`src/rtl/booth_pkg.sv`:
```
// booth_pkg: shared constants for the radix-2 Booth sequencing controller.
//   - default operand width and iteration-counter width
//   - FSM state encoding (3-bit) and its enum type
package booth_pkg;

  localparam int unsigned N_BITS_DEF = 4;
  localparam int unsigned CNT_W_DEF  = 3;
  localparam int unsigned STATE_W    = 3;

  localparam logic [STATE_W-1:0] S_IDLE  = 3'd0;
  localparam logic [STATE_W-1:0] S_INIT  = 3'd1;
  localparam logic [STATE_W-1:0] S_EVAL  = 3'd2;
  localparam logic [STATE_W-1:0] S_SHIFT = 3'd3;
  localparam logic [STATE_W-1:0] S_FIN   = 3'd4;

  typedef enum logic [STATE_W-1:0] {
    ST_IDLE  = S_IDLE,
    ST_INIT  = S_INIT,
    ST_EVAL  = S_EVAL,
    ST_SHIFT = S_SHIFT,
    ST_FIN   = S_FIN
  } state_e;

endpackage

```
`src/rtl/booth_if.sv`:
```
// booth_if: handshake and control bundle between the Booth controller and
// its datapath / requester.
//   master (controller): in  start, q0, q_m1
//                        out load_m, load_q, clear_a, load_a, sub, shift,
//                            busy, done, iter[CNT_W]
//   slave  (datapath)  : mirror image of master
interface booth_if #(
  parameter int unsigned CNT_W = booth_pkg::CNT_W_DEF
);

  logic             start;
  logic             q0;
  logic             q_m1;
  logic             load_m;
  logic             load_q;
  logic             clear_a;
  logic             load_a;
  logic             sub;
  logic             shift;
  logic             busy;
  logic             done;
  logic [CNT_W-1:0] iter;

  modport master (
    input  start, q0, q_m1,
    output load_m, load_q, clear_a, load_a, sub, shift, busy, done, iter
  );

  modport slave (
    output start, q0, q_m1,
    input  load_m, load_q, clear_a, load_a, sub, shift, busy, done, iter
  );

endinterface

```
`src/rtl/booth_controller_iter_counter.sv`:
```
// iter_counter: CNT_W-bit down counter of remaining Booth iterations.
//   clk, reset : clock, asynchronous active-high reset (count -> 0)
//   load       : synchronous load of N_BITS (has priority over dec)
//   dec        : decrement by one; saturates at zero
//   cnt        : current count
//   zero       : count == 0
module iter_counter
  import booth_pkg::*;
#(
  parameter int unsigned N_BITS = N_BITS_DEF,
  parameter int unsigned CNT_W  = CNT_W_DEF
) (
  input  logic             clk,
  input  logic             reset,
  input  logic             load,
  input  logic             dec,
  output logic [CNT_W-1:0] cnt,
  output logic             zero
);

  logic [CNT_W-1:0] cnt_q;
  logic [CNT_W-1:0] cnt_d;

  // Next count: load wins, decrement never wraps below zero.
  always_comb begin
    cnt_d = cnt_q;
    if (load) begin
      cnt_d = CNT_W'(N_BITS);
    end else if (dec && (cnt_q != '0)) begin
      cnt_d = cnt_q - CNT_W'(1);
    end
  end

  always_ff @(posedge clk or posedge reset) begin
    if (reset) begin
      cnt_q <= '0;
    end else begin
      cnt_q <= cnt_d;
    end
  end

  assign cnt  = cnt_q;
  assign zero = (cnt_q == '0);

endmodule

```
`src/rtl/booth_controller.sv`:
```
// booth_controller: sequencing FSM for a radix-2 Booth multiplier datapath.
//   clk   : system clock, rising edge
//   reset : asynchronous, active-high
//   bus   : booth_if.master
//           start          - request a multiply (honoured only in IDLE)
//           q0, q_m1       - Q[0] and Q-1 from the datapath
//           load_m/load_q  - load operands (INIT only)
//           clear_a        - zero A and Q-1 (INIT only)
//           load_a, sub    - A <= A+M (sub=0) or A-M (sub=1), EVAL only
//           shift          - arithmetic right shift of {A,Q,Q-1}
//           busy, done     - in progress / one-cycle completion pulse
//           iter           - remaining iterations (debug)
// Flow: IDLE -> INIT -> (EVAL -> SHIFT) x N_BITS -> FIN -> IDLE.
module booth_controller
  import booth_pkg::*;
#(
  parameter int unsigned N_BITS = N_BITS_DEF,
  parameter int unsigned CNT_W  = CNT_W_DEF
) (
  input  logic     clk,
  input  logic     reset,
  booth_if.master  bus
);

  state_e state_q, state_d;

  logic load_m_q, load_m_d;
  logic load_q_q, load_q_d;
  logic clear_a_q, clear_a_d;
  logic shift_q, shift_d;
  logic busy_q, busy_d;
  logic done_q, done_d;

  // Add/sub decode must see Q[0]/Q-1 after they settle in EVAL, so it
  // is decoded combinationally from the state register.
  logic load_a_c;
  logic sub_c;

  logic [CNT_W-1:0] iter;
  logic             iter_zero;
  logic             cnt_load;
  logic             cnt_dec;

  assign cnt_load = (state_q == ST_INIT);
  assign cnt_dec  = (state_q == ST_SHIFT);

  iter_counter #(
    .N_BITS (N_BITS),
    .CNT_W  (CNT_W)
  ) u_iter_counter (
    .clk   (clk),
    .reset (reset),
    .load  (cnt_load),
    .dec   (cnt_dec),
    .cnt   (iter),
    .zero  (iter_zero)
  );

  // Next state, Booth decode and next values of the registered controls.
  always_comb begin
    state_d   = state_q;
    load_a_c  = 1'b0;
    sub_c     = 1'b0;
    load_m_d  = 1'b0;
    load_q_d  = 1'b0;
    clear_a_d = 1'b0;
    shift_d   = 1'b0;
    busy_d    = 1'b0;
    done_d    = 1'b0;

    case (state_q)
      ST_IDLE: begin
        if (bus.start) begin
          state_d = ST_INIT;
        end
      end
      ST_INIT: begin
        state_d = ST_EVAL;
      end
      ST_EVAL: begin
        state_d = ST_SHIFT;
        case ({bus.q0, bus.q_m1})
          2'b10: begin
            load_a_c = 1'b1;
            sub_c    = 1'b1;
          end
          2'b01: begin
            load_a_c = 1'b1;
          end
          default: begin
            load_a_c = 1'b0;
          end
        endcase
      end
      ST_SHIFT: begin
        // Zero check only guards against an inconsistent count.
        if ((iter == CNT_W'(1)) || iter_zero) begin
          state_d = ST_FIN;
        end else begin
          state_d = ST_EVAL;
        end
      end
      ST_FIN: begin
        state_d = ST_IDLE;
      end
      default: begin
        state_d = ST_IDLE;
      end
    endcase

    // Registered controls follow the state being entered.
    load_m_d  = (state_d == ST_INIT);
    load_q_d  = (state_d == ST_INIT);
    clear_a_d = (state_d == ST_INIT);
    shift_d   = (state_d == ST_SHIFT);
    busy_d    = (state_d == ST_INIT) || (state_d == ST_EVAL) ||
                (state_d == ST_SHIFT);
    done_d    = (state_d == ST_FIN);
  end

  // State and control registers.
  always_ff @(posedge clk or posedge reset) begin
    if (reset) begin
      state_q   <= ST_IDLE;
      load_m_q  <= 1'b0;
      load_q_q  <= 1'b0;
      clear_a_q <= 1'b0;
      shift_q   <= 1'b0;
      busy_q    <= 1'b0;
      done_q    <= 1'b0;
    end else begin
      state_q   <= state_d;
      load_m_q  <= load_m_d;
      load_q_q  <= load_q_d;
      clear_a_q <= clear_a_d;
      shift_q   <= shift_d;
      busy_q    <= busy_d;
      done_q    <= done_d;
    end
  end

  assign bus.load_m  = load_m_q;
  assign bus.load_q  = load_q_q;
  assign bus.clear_a = clear_a_q;
  assign bus.load_a  = load_a_c;
  assign bus.sub     = sub_c;
  assign bus.shift   = shift_q;
  assign bus.busy    = busy_q;
  assign bus.done    = done_q;
  assign bus.iter    = iter;

endmodule

```
`src/flat_wrapper.sv`:
```
// flat-port wrapper written by rule: the top's interface ports become plain ports
module booth_controller_flat import booth_pkg::*;
#(
  parameter int unsigned N_BITS = N_BITS_DEF,
  parameter int unsigned CNT_W  = CNT_W_DEF
)
  (clk, reset, bus_start, bus_q0, bus_q_m1, bus_load_m, bus_load_q, bus_clear_a, bus_load_a, bus_sub, bus_shift, bus_busy, bus_done, bus_iter);
  booth_if #(.CNT_W(CNT_W)) bus_i ();
  input  logic clk;
  input  logic reset;
  input wire logic [$bits(bus_i.start)-1:0] bus_start;
  input wire logic [$bits(bus_i.q0)-1:0] bus_q0;
  input wire logic [$bits(bus_i.q_m1)-1:0] bus_q_m1;
  output wire logic [$bits(bus_i.load_m)-1:0] bus_load_m;
  output wire logic [$bits(bus_i.load_q)-1:0] bus_load_q;
  output wire logic [$bits(bus_i.clear_a)-1:0] bus_clear_a;
  output wire logic [$bits(bus_i.load_a)-1:0] bus_load_a;
  output wire logic [$bits(bus_i.sub)-1:0] bus_sub;
  output wire logic [$bits(bus_i.shift)-1:0] bus_shift;
  output wire logic [$bits(bus_i.busy)-1:0] bus_busy;
  output wire logic [$bits(bus_i.done)-1:0] bus_done;
  output wire logic [$bits(bus_i.iter)-1:0] bus_iter;
  assign bus_i.start = bus_start;
  assign bus_i.q0 = bus_q0;
  assign bus_i.q_m1 = bus_q_m1;
  assign bus_load_m = bus_i.load_m;
  assign bus_load_q = bus_i.load_q;
  assign bus_clear_a = bus_i.clear_a;
  assign bus_load_a = bus_i.load_a;
  assign bus_sub = bus_i.sub;
  assign bus_shift = bus_i.shift;
  assign bus_busy = bus_i.busy;
  assign bus_done = bus_i.done;
  assign bus_iter = bus_i.iter;
  booth_controller #(.N_BITS(N_BITS), .CNT_W(CNT_W)) u_core (.clk(clk), .reset(reset), .bus(bus_i));
endmodule
```
`config.mk`:
```
export PLATFORM = sky130hd
export DESIGN_NAME = booth_controller_flat
export DESIGN_NICKNAME = d
export VERILOG_FILES = /design/src/rtl/booth_pkg.sv /design/src/rtl/booth_if.sv /design/src/rtl/booth_controller_iter_counter.sv /design/src/rtl/booth_controller.sv /design/src/flat_wrapper.sv
export SDC_FILE = /design/constraint.sdc
export NUM_CORES = 1
export LEC_CHECK = 0
export BUFFER_PORTS_ARGS = -buffer_cell sky130_fd_sc_hd__buf_2
export CAP_MARGIN = 40
export CORE_AREA = 2 2 39 41
export CTS_CLUSTER_SIZE = 28
export DETAILED_ROUTE_END_ITERATION = 7
export DIE_AREA = 0 0 41 43
export SETUP_SLACK_MARGIN = 0.2
export SKIP_LAST_GASP = 1
export SLEW_MARGIN = 20
export SYNTH_ARGS = -nofsm -noshare
export SYNTH_HDL_FRONTEND = slang
export SYNTH_HIERARCHICAL = 1
export SYNTH_SLANG_ARGS = --single-unit
```
`constraint.sdc`:
```
create_clock -name clk -period 1.85 [get_ports clk]
set_input_delay 0 -clock clk [delete_from_list [all_inputs] [get_ports clk]]
set_output_delay 0 -clock clk [all_outputs]
set_load 0.03 [all_outputs]
```
==> impl_metrics.json, run 1 <==
{
  "drc": 0,
  "peakVddDrop_v": 0.0007576,
  "post_route_cells_drive_above_1_share": 0.4154,
  "firstDrtPassIters": 2,
  "hold_viol_final": 0,
  "vias": 379,
  "die_h_um": 43,
  "tightestPinTransition_ns": 0.2914,
  "rsz0062_at_grt": "no",
  "grt_max_degree": 9,
  "std_cell_rows": 14,
  "fin_crit_sh": 0.8248,
  "status": "finished clean",
  "cts.sinks": 10,
  "crit_type": "flop to flop",
  "grt_pass1_wl_um": 1662,
  "num_io_pins": 16,
  "maxCapViolations": 0,
  "wl_per_cell_um": 11.72,
  "synth_seq_cells": 10,
  "path_cells": "inv_1, ha_1, ha_1, or4b_1, o31ai_1",
  "synthDistinctLibCells": 22,
  "route.met3.wl_um": 62,
  "clockBufferDepth": 2,
  "multi_input_area_um2": 224.0,
  "drt_wl_total_um": 949,
  "die_area_um2": 1763,
  "min_period_ns": 1.526,
  "ys_seq_area_frac": 0.4878,
  "maxSlewHeadroom": 0.8037,
  "tns_ns": 0,
  "cp_top_family": "simple AND/OR/NAND/NOR gates",
  "hp-class": "primary input to flop",
  "cts.clk_slew.worst_paths_ns": 0.08,
  "start_util": 0.3707,
  "die_w_um": 41,
  "layoutNonFillerInstCount": 81,
  "end_kind": "flop",
  "syn-mean-instance-area_um2": 11.15,
  "antenna_found_initial": 0,
  "crit_fanout": 5,
  "crit_required_ns": 2.01,
  "path_buf_inv": 1,
  "syn_area_um2": 513.0,
  "wl_met1_um": 421,
  "gp_congestion": 0.7201,
  "crit_arrival_ns": 1.69,
  "critical-path-slowest-cell": "or4b_1",
  "track_usage": 0.1408,
  "top_layer_used": "met3",
  "powerDensity_nw_per_um2": 1904,
  "core_area_um2": 1384,
  "seq_area_um2": 252.7,
  "root_buffer": "clkbuf_4",
  "dpl.hpwl_um": 735.3,
  "num_antenna_cells": 0,
  "start_kind": "flop",
  "port_buffers": 15,
  "layout_common_cells": "15 x buf_2, 8 x dfrtp_1, 7 x inv_1",
  "grt.overflow.total": 0,
  "final-setup-viol-count": 0,
  "fmax_ghz": 0.6554,
  "vias_per_cell": 4.679,
  "routed-wl-met2_um": 466,
  "drt_iter0_drc": 3,
  "p_leak_nw": 0.3515,
  "layout_commonest_cell": "buf_2",
  "syn2layout_area_growth_pct": 27.07,
  "final_antenna_net_count": 0,
  "slew_violations": 0,
  "synthCells": 46,
  "place_inst": 76,
  "numCtsBuffers": 3,
  "crit_top_cell": "ha_1",
  "grt_pass1_vias": 392,
  "slowest_delay_ns": 0.48,
  "syn_nets": 54,
  "cts_tree": "done",
  "yosys_warnings": 6,
  "skew_ns": 0.01125,
  "htreeDepth": 1,
  "layout.nets": 74,
  "fill_cells": 139,
  "clk-insertion-delay-late_ns": 0.27
}
logic make-up after synthesis:
| family | share of synthesized area |
|---|---|
| AND/OR/NAND/NOR | 0.2195 |
| multiplexers | 0.04146 |
| AO/OA/AOI/OAI | 0.09755 |
| adder cells (fa/ha/maj) | 0.07318 |
| flip-flops | 0.4878 |
| buffers and inverters | 0.08049 |
power by group:
group | switching [mW] | internal (mW)
registers | 0.0857 | 0.313
logic | 0.366 | 0.280
clock network | 0.0777 | 0.119
total | 0.529 | 0.712
layout make-up:
type                    count  share of cell area
clock buffers               4             0.05566
flip-flops and latches     10              0.3877
repair buffers             17              0.1420
well taps                  16             0.03071
inverters                   7             0.04031
multi-input cells          27              0.3436
routing by layer:
| metal | GRT usage | up-vias |
|---|---|---|
| met5 | 0 | - |
| met1 | 0.1755 | 179 |
| met4 | 0.04000 | 0 |
| met3 | 0.06283 | 0 |
| met2 | 0.2125 | 10 |
| li1 | - | 190 |
metrics by stage:
stage | hold WS, ns | setup slack, ns | power [mW] | utilization | instance area (um^2)
finish | 0.01532 | 0.3242 | 1.241 | 0.4711 | 651.9
global placement | -0.1171 | 0.2968 | 1.037 | 0.4358 | 603.1
CTS | 0.003395 | 0.2723 | 1.250 | 0.4693 | 649.4
detailed placement | -0.1138 | 0.2863 | 1.046 | 0.4358 | 603.1
floorplan | -0.2465 | 0.2499 | 0.8901 | - | 515.5
global route | 0.003565 | 0.2133 | 1.362 | 0.4711 | 651.9
cells in the mapped netlist:
library cell  count  area share
and2_1            1       0.012
and2b_4           2       0.039
and3_1            1       0.012
and3b_1           1       0.017
buf_4             2       0.029
dfrtp_1          10        0.49
ha_1              3       0.073
inv_1             7       0.051
mux2_1            1       0.022
mux2i_1           1       0.020
nor2_1            4       0.029
nor2b_1           2       0.024
nor3_1            1      0.0097
nor3b_1           1       0.015
nor3b_2           1       0.024
nor4b_1           1       0.017
o211a_1           1       0.020
o21a_1            2       0.029
o21ai_0           1      0.0097
o31ai_1           1       0.015
o31ai_2           1       0.024
or4b_1            1       0.020
state kept, by name, indices dropped and copies added (netlist names):
| signal | count |
|---|---|
| u_core/u_iter_counter/cnt | 3 |
| u_core/bus.shift | 1 |
| u_core/state_q | 3 |
| u_core/bus.clear_a | 1 |
| u_core/bus.done | 1 |
| u_core/bus.busy | 1 |
final timing paths:
path | start | endpoint | slack (ns) | cells after the start
max | u_core/u_iter_counter/cnt[0] | u_core/u_iter_counter/cnt[1] | 0.32 | 5
min | bus_start | u_core/bus.clear_a | 0.02 | 2
max reg2reg | u_core/u_iter_counter/cnt[0] | u_core/u_iter_counter/cnt[1] | 0.32 | 5
min reg2reg | u_core/state_q[2] | u_core/state_q[1] | 0.55 | 1
max in group asynchronous | reset | u_core/state_q[2] | 1.40 | 3
min in group asynchronous | reset | u_core/u_iter_counter/cnt[2] | 0.15 | 3
timing repair:
action | in CTS | in global routing
setup endpoints to repair | 0 | 1
hold buffers | 1 | 0
hold endpoints to repair | 10 | 0
setup buffers | 0 | 0
resized for setup | 0 | 1
(Power assumes the default switching activity.)
==> run 2: changes to the inputs <==
--- a/config.mk
+++ b/config.mk
@@ -5,6 +5,7 @@
 export SDC_FILE = /design/constraint.sdc
 export NUM_CORES = 1
 export LEC_CHECK = 0
+export ABC_AREA = 1
 export BUFFER_PORTS_ARGS = -buffer_cell sky130_fd_sc_hd__buf_2
 export CAP_MARGIN = 40
 export CORE_AREA = 2 2 39 41
==> constraint.sdc (replaced) <==
create_clock -name clk -period 1.5 [get_ports clk]
set_input_delay 0 -clock clk [delete_from_list [all_inputs] [get_ports clk]]
set_output_delay 0 -clock clk [all_outputs]
set_load 0.03 [all_outputs]
==> run 2 against run 1 <==
- via count up 20%
- combinational power grew 49%
- global-route usage is 1.6 points lower
- sequential power increased by 21%
- clock skew shrank 0.0073 ns
==> impl_metrics.json, run 2 <==
{
  "crit_fanout": 4,
  "core_area_um2": 1384,
  "rsz0062_at_grt": "no",
  "fin_crit_sh": 0.7811,
  "drt_wl_total_um": 938,
  "numCtsBuffers": 3,
  "hp-class": "primary input to asynchronous set/reset pin",
  "crit_arrival_ns": 1.32,
  "num_io_pins": 16,
  "maxCapViolations": 0,
  "status": "finished clean",
  "track_usage": 0.1251,
  "cts_tree": "done",
  "crit_type": "flop to flop",
  "hold_viol_final": 0,
  "slew_violations": 0,
  "drc": 0,
  "tns_ns": 0,
  "ys_seq_area_frac": 0.4843,
  "post_route_cells_drive_above_1_share": 0.4045,
  "start_kind": "flop",
  "maxSlewHeadroom": 0.8388,
  "reg2reg_to": "u_core/u_iter_counter/cnt[0]",
  "wl_per_cell_um": 8.933,
  "tightestPinTransition_ns": 0.2392,
  "placed_area_um2": 601.8,
  "reg2reg_from": "u_core/u_iter_counter/cnt[1]",
  "layout_common_cells": "18 x inv_1, 14 x buf_2, 10 x nand2_1",
  "p_leak_nw": 0.4245,
  "final_antenna_net_count": 0,
  "port_buffers": 15,
  "yosysMostFrequentCell": "inv_1",
  "die_h_um": 43,
  "netlist_top_cells_count": "19 x inv_1, 10 x dfrtp_1, 10 x nand2_1",
  "end_kind": "flop",
  "crit_required_ns": 1.65,
  "syn_nets": 74,
  "die_w_um": 41,
  "grt_max_degree": 8,
  "cts.clk_slew.worst_paths_ns": 0.06,
  "gp_congestion": 0.7476,
  "drt_iter0_drc": 9,
  "cp-startpoint": "u_core/u_iter_counter/cnt[1]",
  "synth_area_leaders": "dfrtp_1 48%, inv_1 14%, ha_1 7.3%, nand2_1 7.3%, nand3_1 6.8%",
  "peakVddDrop_v": 0.0009598,
  "yosysTopAreaCell": "dfrtp_1",
  "powerDensity_nw_per_um2": 2351,
  "grt_pass1_vias": 356,
  "grt.overflow.total": 0,
  "synth_seq_cells": 10,
  "num_antenna_cells": 0,
  "antenna_found_initial": 0,
  "firstDrtPassIters": 4,
  "yosysTopAreaCellShare": 0.4843,
  "reg2reg_depth": 7,
  "cts.sinks": 10,
  "syn_area_um2": 516.7,
  "clockBufferDepth": 2,
  "clk-insertion-delay-late_ns": 0.26,
  "crit_end": "u_core/u_iter_counter/cnt[0]",
  "root_buffer": "clkbuf_4",
  "dpl.hpwl_um": 688.5,
  "skew_ns": 0.003972,
  "final_util": 0.5181,
  "fill_cells": 135,
  "syn-mean-instance-area_um2": 7.829,
  "finalInstanceArea_um2": 716.9,
  "vias_per_cell": 4.333,
  "layout_commonest_cell": "inv_1",
  "start_util": 0.3734,
  "synth_ff_type": "dfrtp_1",
  "min_period_ns": 1.172,
  "htreeDepth": 1,
  "synthCells": 66,
  "std_cell_rows": 14,
  "die_area_um2": 1763,
  "synthDistinctLibCells": 12,
  "fmax_ghz": 0.8535,
  "layout.nets": 98,
  "grt_pass1_wl_um": 1400,
  "yosys_warnings": 6,
  "r2r_setup_slack_ns": 0.33,
  "vias": 455,
  "async_flop_share": 1.000,
  "final-setup-viol-count": 0,
  "synth_edf_count": 0,
  "syn2layout_area_growth_pct": 38.74
}
==> run 2: cell type report <==
type                       instances  area [um^2]  share of cell area
sequential                        10        254.0              0.3543
clock buffer                       4        36.28             0.05061
multi-input combinational         33        200.2              0.2792
timing repair buffer              21        127.6              0.1780
tap                               16        20.02             0.02792
inverter                          21        78.83              0.1099
==> run 2: power by group <==
group	switching [mW]	internal, mW	leakage, nW
sequential	0.0889	0.393	0.118
clock	0.0936	0.147	0.0210
combinational	0.604	0.358	0.286
total	0.786	0.899	0.424
==> run 2: metrics by stage <==
stage / hold WS (ns) / setup slack [ns] / total power [mW] / instances
after floorplan: -0.2465 / 0.2190 / 1.129 / 66
after global placement: -0.1132 / 0.2928 / 1.295 / 95
after detailed placement: -0.1123 / 0.2754 / 1.310 / 95
after CTS: 0.1396 / 0.2568 / 1.564 / 101
after global routing: 0.1464 / 0.2252 / 1.867 / 105
final: 0.1494 / 0.3284 / 1.685 / 105
==> run 2: worst max-delay path: stages, from the launching register on <==
cell     delay [ns]
dfrtp_2        0.38
inv_1          0.07
ha_4           0.16
ha_4           0.16
inv_1          0.06
nand2_1        0.09
nand3_1        0.08
nand2_1        0.05
==> run 2: repair_timing <==
item                                   4_1_cts  5_1_grt
endpoints found under the hold margin       11        0
setup buffers                                0        4
hold buffers                                 2        0
gates resized for setup                      0        6
setup endpoints to repair                    0        4
==> run 2: cell families (layout without fill, tap and decap cells) <==
family / Yosys count / count (layout) / synth area share
AND/OR/NAND/NOR: 29 / 29 / 0.2518
buffers and inverters: 23 / 46 / 0.1816
flip-flops: 10 / 10 / 0.4843
adder cells (fa/ha/maj): 3 / 3 / 0.07265
AO/OA/AOI/OAI: 1 / 1 / 0.009676
==> run 2: how the worst min path moves through the flow <==
| stage | to | slack [ns] | cells past startpoint |
|---|---|---|---|
| floorplan | u_core/u_iter_counter/cnt[2] | -0.25 | 1 |
| global placement | u_core/u_iter_counter/cnt[2] | -0.11 | 2 |
| detailed placement | u_core/u_iter_counter/cnt[2] | -0.11 | 2 |
| CTS | u_core/u_iter_counter/cnt[2] | 0.14 | 3 |
| global route | u_core/u_iter_counter/cnt[2] | 0.15 | 3 |
| finish | u_core/u_iter_counter/cnt[2] | 0.15 | 3 |
==> run 2: routing by layer <==
| metal | global-route usage | wire, um | vias up |
|---|---|---|---|
| met5 | 0 | 0 | - |
| met3 | 0.06283 | 47 | 2 |
| li1 | - | - | 236 |
| met4 | 0.1000 | 19 | 0 |
| met1 | 0.1644 | 415 | 204 |
| met2 | 0.1469 | 455 | 13 |
==> run 3: changes to the inputs <==
--- a/config.mk
+++ b/config.mk
@@ -12,6 +12,7 @@
 export CTS_CLUSTER_SIZE = 28
 export DETAILED_ROUTE_END_ITERATION = 7
 export DIE_AREA = 0 0 41 43
+export PLACE_DENSITY = 0.66
 export SETUP_SLACK_MARGIN = 0.2
 export SKIP_LAST_GASP = 1
 export SLEW_MARGIN = 20
==> constraint.sdc (replaced) <==
create_clock -name clk -period 1 [get_ports clk]
set_input_delay 0 -clock clk [delete_from_list [all_inputs] [get_ports clk]]
set_output_delay 0 -clock clk [all_outputs]
set_load 0.03 [all_outputs]
==> run 3 against run 2 <==
- the run now ends with negative setup slack left
- global-route usage increased by 4.3 points
- routed wire length is 33% higher
- critical path depth decreased by 3
- clock power is 29% higher
- register-to-register slack got worse by 0.50 ns
- die area is the same
- flip-flop and latch count stayed put
- core utilization increased by 11 points
- total power grew 89%
- largest cell class unchanged
- via count increased by 10%
- critical path type is now flop to output port
==> impl_metrics.json, run 3 (synthesis results as in run 2) <==
{
  "firstDrtPassIters": 4,
  "p_leak_nw": 0.4647,
  "reg2reg_depth": 7,
  "crit_top_cell": "nor2_4",
  "grt.overflow.total": 0,
  "core_area_um2": 1384,
  "die_area_um2": 1763,
  "final_util": 0.6293,
  "dpl.hpwl_um": 814.9,
  "maxCapViolations": 0,
  "rsz0062_at_grt": "yes",
  "drt_wl_total_um": 1244,
  "slowest_delay_ns": 0.45,
  "cts.sinks": 10,
  "start_util": 0.3734,
  "crit_type": "flop to output port",
  "skew_ns": 0.008273,
  "min_period_ns": 1.183,
  "hold_depth": 3,
  "final-setup-viol-count": 11,
  "maxSlewHeadroom": 0.7983,
  "timing.hold.ws_ns": 0.003583,
  "vias_per_cell": 4.596,
  "fmax_ghz": 0.8454,
  "grt_pass1_vias": 461,
  "syn2layout_area_growth_pct": 68.52,
  "worst_slack_ns": -0.1828,
  "grt_pass1_wl_um": 1911,
  "drt_iter0_drc": 7,
  "num_antenna_cells": 0,
  "hold_viol_final": 0,
  "peakVddDrop_v": 0.001567,
  "antenna_found_initial": 0,
  "track_usage": 0.1682,
  "fill_cells": 104,
  "root_buffer": "clkbuf_4",
  "cp-startpoint": "u_core/state_q[0]",
  "numCtsBuffers": 3,
  "gp_congestion": 0.8135,
  "start_kind": "flop",
  "vias": 501,
  "slew_violations": 0,
  "crit_required_ns": 1.00,
  "cts_tree": "done",
  "layout_commonest_cell": "buf_6",
  "drc": 0,
  "violations": "negative setup slack",
  "post_route_cells_drive_above_1_share": 0.5806,
  "powerDensity_nw_per_um2": 3657,
  "std_cell_rows": 14,
  "hp-start": "bus_start",
  "multi_input_area_um2": 252.7,
  "die_h_um": 43,
  "clockBufferDepth": 2,
  "tightestPinTransition_ns": 0.2998,
  "crit_arrival_ns": 1.18,
  "hp-class": "primary input to flop",
  "layout.nets": 102,
  "place_ws_ns": -0.1197,
  "die_w_um": 41,
  "num_io_pins": 16,
  "tns_ns": -1.344,
  "reg2reg_from": "u_core/state_q[2]",
  "fin_crit_sh": 1.183,
  "end_kind": "output port",
  "cts.clk_slew.worst_paths_ns": 0.06,
  "htreeDepth": 1,
  "wl_per_cell_um": 11.41,
  "final_antenna_net_count": 0,
  "crit_fanout": 4,
  "grt_max_degree": 8,
  "path_cells": "nor2_4, nand2_4, nor2_4, buf_6",
  "status": "finished with violations",
  "finalPower_mw": 3.185,
  "seq_area_um2": 254.0,
  "port_buffers": 15,
  "layout_common_cells": "15 x buf_6, 14 x inv_1, 7 x inv_2, 7 x nand2_2, 7 x dfrtp_1",
  "critical-path-slowest-cell": "dfrtp_1",
  "clk-insertion-delay-late_ns": 0.28
}
run 3: final cells by class:
cell class                 count  area share
multi-input combinational     33      0.2902
tap                           16     0.02299
clock buffer                   4     0.03017
sequential                    10      0.2917
timing repair buffer          25      0.2744
inverter                      21     0.09052
run 3: timing repair:
item                                    4_1_cts  5_1_grt
endpoints found under the setup margin       21       20
gates resized for setup                      32        8
pin swaps                                     3        1
setup buffers                                 1        2
endpoints found under the hold margin        11        0
hold buffers                                  2        0
run 3: stage by stage:
step / instance area (um^2) / std cells
2_1_floorplan: 561.8 / 66
3_3_place_gp: 679.4 / 100
3_5_place_dp: 679.4 / 100
4_1_cts: 832.0 / 107
5_1_grt: 870.8 / 109
6_report: 870.8 / 109
run 3: per-layer routing:
layer  up-vias  routed length, um  GRT usage
li1        245                  -          -
met1       235                496     0.1921
met2        16                664     0.2625
met3         5                 36    0.01571
met4         0                 46     0.1400
met5         -                  0          0
run 3: worst max-delay path, delay by kind of cell, from the launching register on:
kind          cells  cell delay, ns
buf+inv           1            0.13
simple gates      3            0.33
flops             1            0.45
run 3: power breakdown:
| group | leakage, nW | internal (mW) | switching, mW |
|---|---|---|---|
| Clock | 0.0150 | 0.155 | 0.155 |
| Sequential | 0.118 | 0.591 | 0.163 |
| Combinational | 0.332 | 0.945 | 1.18 |
| Total | 0.465 | 1.69 | 1.49 |
run 3: worst paths after layout:
path                            slack (ns)                      endpoint
worst max-delay path                 -0.18                       bus_sub
worst min-delay path                 0.004             u_core/state_q[0]
worst max register to register       -0.17  u_core/u_iter_counter/cnt[1]
worst min register to register        0.59  u_core/u_iter_counter/cnt[0]
max in group asynchronous             0.59             u_core/state_q[2]
min in group asynchronous             0.12  u_core/u_iter_counter/cnt[2]
